File: src/rtl/add_n_m_sched.sv
// Round-robin scheduler sharing one serial multi-operand adder between R requesters.
// A granted job's M operands are captured in one cycle, summed one per cycle,
// and the N-bit sum, sticky carry and requester id are offered on a valid/ready port.
module add_n_m_sched #(
    parameter int N = 32,
    parameter int M = 4,
    parameter int R = 4,
    localparam int IW = (R > 1) ? $clog2(R) : 1
) (
    input  logic                 clk_i,
    input  logic                 rst_i,
    input  logic [R-1:0]         req_i,
    input  logic [N-1:0]         data_i [R][M],
    output logic [R-1:0]         gnt_o,
    output logic                 busy_o,
    output logic [N-1:0]         sum_o,
    output logic                 c_o,
    output logic [IW-1:0]        id_o,
    output logic                 valid_o,
    input  logic                 ready_i
);

    localparam int CW = (M > 1) ? $clog2(M) : 1;
    localparam logic [IW-1:0] LastId  = IW'(R - 1);
    localparam logic [CW-1:0] LastCnt = CW'(M - 1);

    typedef enum logic [1:0] {
        IDLE = 2'd0,
        ACC  = 2'd1,
        DONE = 2'd2
    } state_e;

    state_e          state_q, state_d;
    logic [IW-1:0]   ptr_q, ptr_d;
    logic [CW-1:0]   cnt_q, cnt_d;
    logic [N-1:0]    acc_q, acc_d;
    logic            carry_q, carry_d;
    logic [IW-1:0]   id_q, id_d;
    logic            valid_q, valid_d;
    logic [N-1:0]    opBuf_q [M];
    logic [N-1:0]    opBuf_d [M];

    logic [IW:0]     scanIdx;
    logic [IW-1:0]   pickIdx;
    logic            pickValid;
    logic [N:0]      addSum;

    // Find the first requester at or after ptr, wrapping around the requester ring.
    always_comb begin
        scanIdx   = '0;
        pickIdx   = '0;
        pickValid = 1'b0;
        for (int i = 0; i < R; i++) begin
            scanIdx = {1'b0, ptr_q} + (IW + 1)'(i);
            if (scanIdx >= (IW + 1)'(R)) begin
                scanIdx = scanIdx - (IW + 1)'(R);
            end
            if (!pickValid && req_i[scanIdx[IW-1:0]]) begin
                pickValid = 1'b1;
                pickIdx   = scanIdx[IW-1:0];
            end
        end
    end

    // One N+1-bit add per ACC cycle; the top bit feeds the sticky carry.
    assign addSum = {1'b0, acc_q} + {1'b0, opBuf_q[cnt_q]};

    // Next-state logic for the grant/accumulate/deliver sequence.
    always_comb begin
        state_d = state_q;
        ptr_d   = ptr_q;
        cnt_d   = cnt_q;
        acc_d   = acc_q;
        carry_d = carry_q;
        id_d    = id_q;
        valid_d = valid_q;
        for (int k = 0; k < M; k++) begin
            opBuf_d[k] = opBuf_q[k];
        end

        case (state_q)
            IDLE: begin
                if (pickValid) begin
                    for (int k = 0; k < M; k++) begin
                        opBuf_d[k] = data_i[pickIdx][k];
                    end
                    id_d    = pickIdx;
                    acc_d   = '0;
                    carry_d = 1'b0;
                    cnt_d   = '0;
                    state_d = ACC;
                end
            end
            ACC: begin
                acc_d   = addSum[N-1:0];
                carry_d = carry_q | addSum[N];
                if (cnt_q == LastCnt) begin
                    state_d = DONE;
                    valid_d = 1'b1;
                end else begin
                    cnt_d = cnt_q + CW'(1);
                end
            end
            DONE: begin
                if (valid_q && ready_i) begin
                    valid_d = 1'b0;
                    ptr_d   = (id_q == LastId) ? '0 : id_q + IW'(1);
                    state_d = IDLE;
                end
            end
            default: begin
                state_d = IDLE;
            end
        endcase
    end

    // State register with synchronous active-low reset that drops any job in flight.
    always_ff @(posedge clk_i) begin
        if (!rst_i) begin
            state_q <= IDLE;
            ptr_q   <= '0;
            cnt_q   <= '0;
            acc_q   <= '0;
            carry_q <= 1'b0;
            id_q    <= '0;
            valid_q <= 1'b0;
            for (int k = 0; k < M; k++) begin
                opBuf_q[k] <= '0;
            end
        end else begin
            state_q <= state_d;
            ptr_q   <= ptr_d;
            cnt_q   <= cnt_d;
            acc_q   <= acc_d;
            carry_q <= carry_d;
            id_q    <= id_d;
            valid_q <= valid_d;
            for (int k = 0; k < M; k++) begin
                opBuf_q[k] <= opBuf_d[k];
            end
        end
    end

    assign gnt_o   = (state_q == IDLE && rst_i && pickValid) ? (R'(1) << pickIdx) : '0;
    assign busy_o  = (state_q == ACC) || (state_q == DONE);
    assign sum_o   = acc_q;
    assign c_o     = carry_q;
    assign id_o    = id_q;
    assign valid_o = valid_q;

endmodule
File: config.mk
export PLATFORM = sky130hd
export DESIGN_NAME = add_n_m_sched
export DESIGN_NICKNAME = d
export VERILOG_FILES = /design/src/rtl/add_n_m_sched.sv
export SDC_FILE = /design/constraint.sdc
export NUM_CORES = 1
export LEC_CHECK = 0
export CORE_AREA = 2 2 219 221
export CTS_BUF_LIST = sky130_fd_sc_hd__clkbuf_4
export CTS_CLUSTER_SIZE = 30
export DETAILED_ROUTE_END_ITERATION = 8
export DIE_AREA = 0 0 221 223
export PLACE_DENSITY = 0.64
export SLEW_MARGIN = 20
export SYNTH_ARGS = -nofsm -noshare
export SYNTH_HDL_FRONTEND = slang
export SYNTH_SLANG_ARGS = --single-unit
File: constraint.sdc
create_clock -name clk_i -period 5.15 [get_ports clk_i]
set_input_delay 1.545 -clock clk_i [delete_from_list [all_inputs] [get_ports clk_i]]
set_output_delay 1.545 -clock clk_i [all_outputs]
set_load 0.01 [all_outputs]
==> metrics <==
Syn Area/Cell about 13 um2; final setup vio count 0; maximum vdd drop 0.276 mV; Area Overhead vs Synth 55.3%; Routability Congestion 0.901; root buf cell clkbuf_4; crit share post-route a little over nine tenths; Layout Nets 1,987; vias per inst 4.83; I/O pins 560; Worst setup SP type input pin; Die H 223 um; Initial DRC Count 577; ys flop type edfxtp_1; CTS clk-pin slew, worst paths 0.13 ns; DRC viols 0; Max Root-Sink Buffers 2; fmax 197 MHz; Syn Nets 1,452; final hold vios 0; hpwl dp 42,000 um; Cell Area, Synth 11,900 um2; FF-to-FF End sum_o[31]; Worst Skew 0.0230 ns; maximum fanout along the worst path 6; unrepaired setup endpoints after global routing false; CTS buffer count 17; Arr. time, crit path 3.52 ns; asr flop ratio synth 0%; Commonest cells post-synth mux4_2, nor2b_1, edfxtp_1; worst-path cell chain clkdlybuf4s50_1, buf_4, mux2i_1, nor2_1, nor3_2, buf_4, and3b_1, clkdlybuf4s50_1; routed len/inst 24.2 um; via count 9,996; worst hold slack 0.481 ns; final worst path period need roughly 5.1 ns; CP Class input pin to output pin; final WL roughly 50,000 um; Max-cap violations 0; Clk Latency, worst-skew pair 0.63 ns; Slew @ Worst Pin around 1.1 ns; Worst Hold Class register to register; Chip Width approximately 220 um; post-synthesis sequential area ratio between 30% and 40%; DIE AREA 49,300 um2; WHS Endpoint sum_o[28]; Netlist cell types 62; Setup TNS Final 0 ns; min-delay src sum_o[28]; status finished, final reports clean; worst-case reg-to-reg path depth 10; Total GRT Usage 20.0%; post-synth top area share 32.2%; CTS tree yes; 1st-pass router iterations 5; vias in the first global route 10,700; cells after synthesis around 900; Starting Density around a quarter; largest net degree at the start of global routing 129; Slew Limit Headroom between 20% and 30%; EDFF count, synth 128; remaining global-route overflow 0; Hold Path Depth 2; Worst setup EP type output pin; CTS sink cnt between 150 and 200; count leader, synth mux4_2; core area 47,100 um2; H-tree levels 4; Synth Warn # 0; global-route wire length before repair 71,700 um; top cell type by total area after synthesis edfxtp_1; worst reg2reg setup slack about 1.2 ns; Yosys reg bits 172; share of layout cells above drive strength 1 15.8%; LEAKAGE 6.62 nW; crit-path max cell delay 0.56 ns; Slew Viols, Final 0; Worst Path Required between 3 and 4 ns; post-route ant nets 0; top post-synthesis cells by area edfxtp_1, mux4_2, nor2b_1; Rows 80; highest-delay cell along the critical path clkdlybuf4s50_1; antenna violations before repair 15; PortBufs ~560; PD cells 343 nW/um2
## critical path: cells and delay by family
kind / cells / cell delay, ns
muxes: 1 / 0.13
and+or+nand+nor: 3 / 0.47
buffers and inverters: 4 / 1.36
## metal layers
layer,up-vias,share of wire [%],global-route usage (%)
li1,4623,-,-
met1,4983,42,25.2
met2,345,51,34.9
met3,43,4.6,3.99
met4,2,1.8,5.72
met5,-,0.024,0
## power by group
part | internal, mW | switching [mW]
Combinational | 1.52 | 1.58
Sequential | 2.15 | 0.300
Clock | 0.300 | 0.514
## cell usage in the layout (no fill, tap or decap), drive strengths merged, types with 6 or more instances in the layout
cell,instances
a21o,18
a21oi,38
a22oi,9
buf,21
clkbuf,20
clkdlybuf4s50,558
clkinv,6
dfxtp,44
diode,10
edfxtp,128
ha,37
inv,12
mux4,160
nand2,58
nand2b,6
nand3,9
nor2,19
nor2b,143
o21a,7
o21ai,38
xnor2,14
xor2,14
## what timing repair did
action,in CTS,in global routing
buffers inserted,0,1
setup endpoints to repair,0,2
gates resized for setup,0,1
hold buffers,0,0
endpoints found under the hold margin,0,0
## metrics by stage
step	total power, mW	std cells	util [%]	worst slack, ns	area, um2
final	6.36	2068	39.3	0.0866	18500
after global routing	6.79	2067	39.3	0.0100	18500
after floorplan	4.27	895	-	0.613	11900
after CTS	6.44	2057	39.2	0.0137	18500
after detailed placement	5.62	2025	38.6	0.0516	18200
after global placement	5.57	2025	38.6	0.0396	18200
## how the worst max path moves through the flow
stage | from | to | slack (ns) | cells past startpoint
2_1_floorplan | req_i[2] | gnt_o[3] | 0.61 | 6
3_3_place_gp | req_i[0] | gnt_o[1] | 0.04 | 8
3_5_place_dp | req_i[0] | gnt_o[3] | 0.05 | 8
4_1_cts | req_i[0] | gnt_o[3] | 0.01 | 8
5_1_grt | req_i[1] | gnt_o[0] | 0.01 | 6
6_report | req_i[0] | gnt_o[1] | 0.09 | 8
## kinds of logic after synthesis
| group | share of synthesized area (%) |
|---|---|
| simple gates | 12.1 |
| flops | 39.6 |
| mux | 30.7 |
| compound gates | 8.64 |
| buf+inv | 2.73 |
| fa+ha+maj | 4.05 |
| xor+xnor | 2.06 |
## flip-flops by register name, indices dropped and copies added, names as in the netlist, named ones only
| signal | flops |
|---|---|
| opBuf_q | 128 |
| sum_o | 32 |
| c_o | 1 |
| valid_o | 1 |
| cnt_q | 2 |
| state_q | 2 |
| id_o | 2 |
| ptr_q | 2 |
## area by class of cell
class	count	area (um2)
sequential	172	4730
tap	615	769
antenna	10	25.0
inverter	11	41.3
clock buffer	20	150
timing repair buffer	580	5770
multi-input combinational	648	6910
fill	4438	28600
clock inverter	12	123
Power figures use the tool's default switching activity.
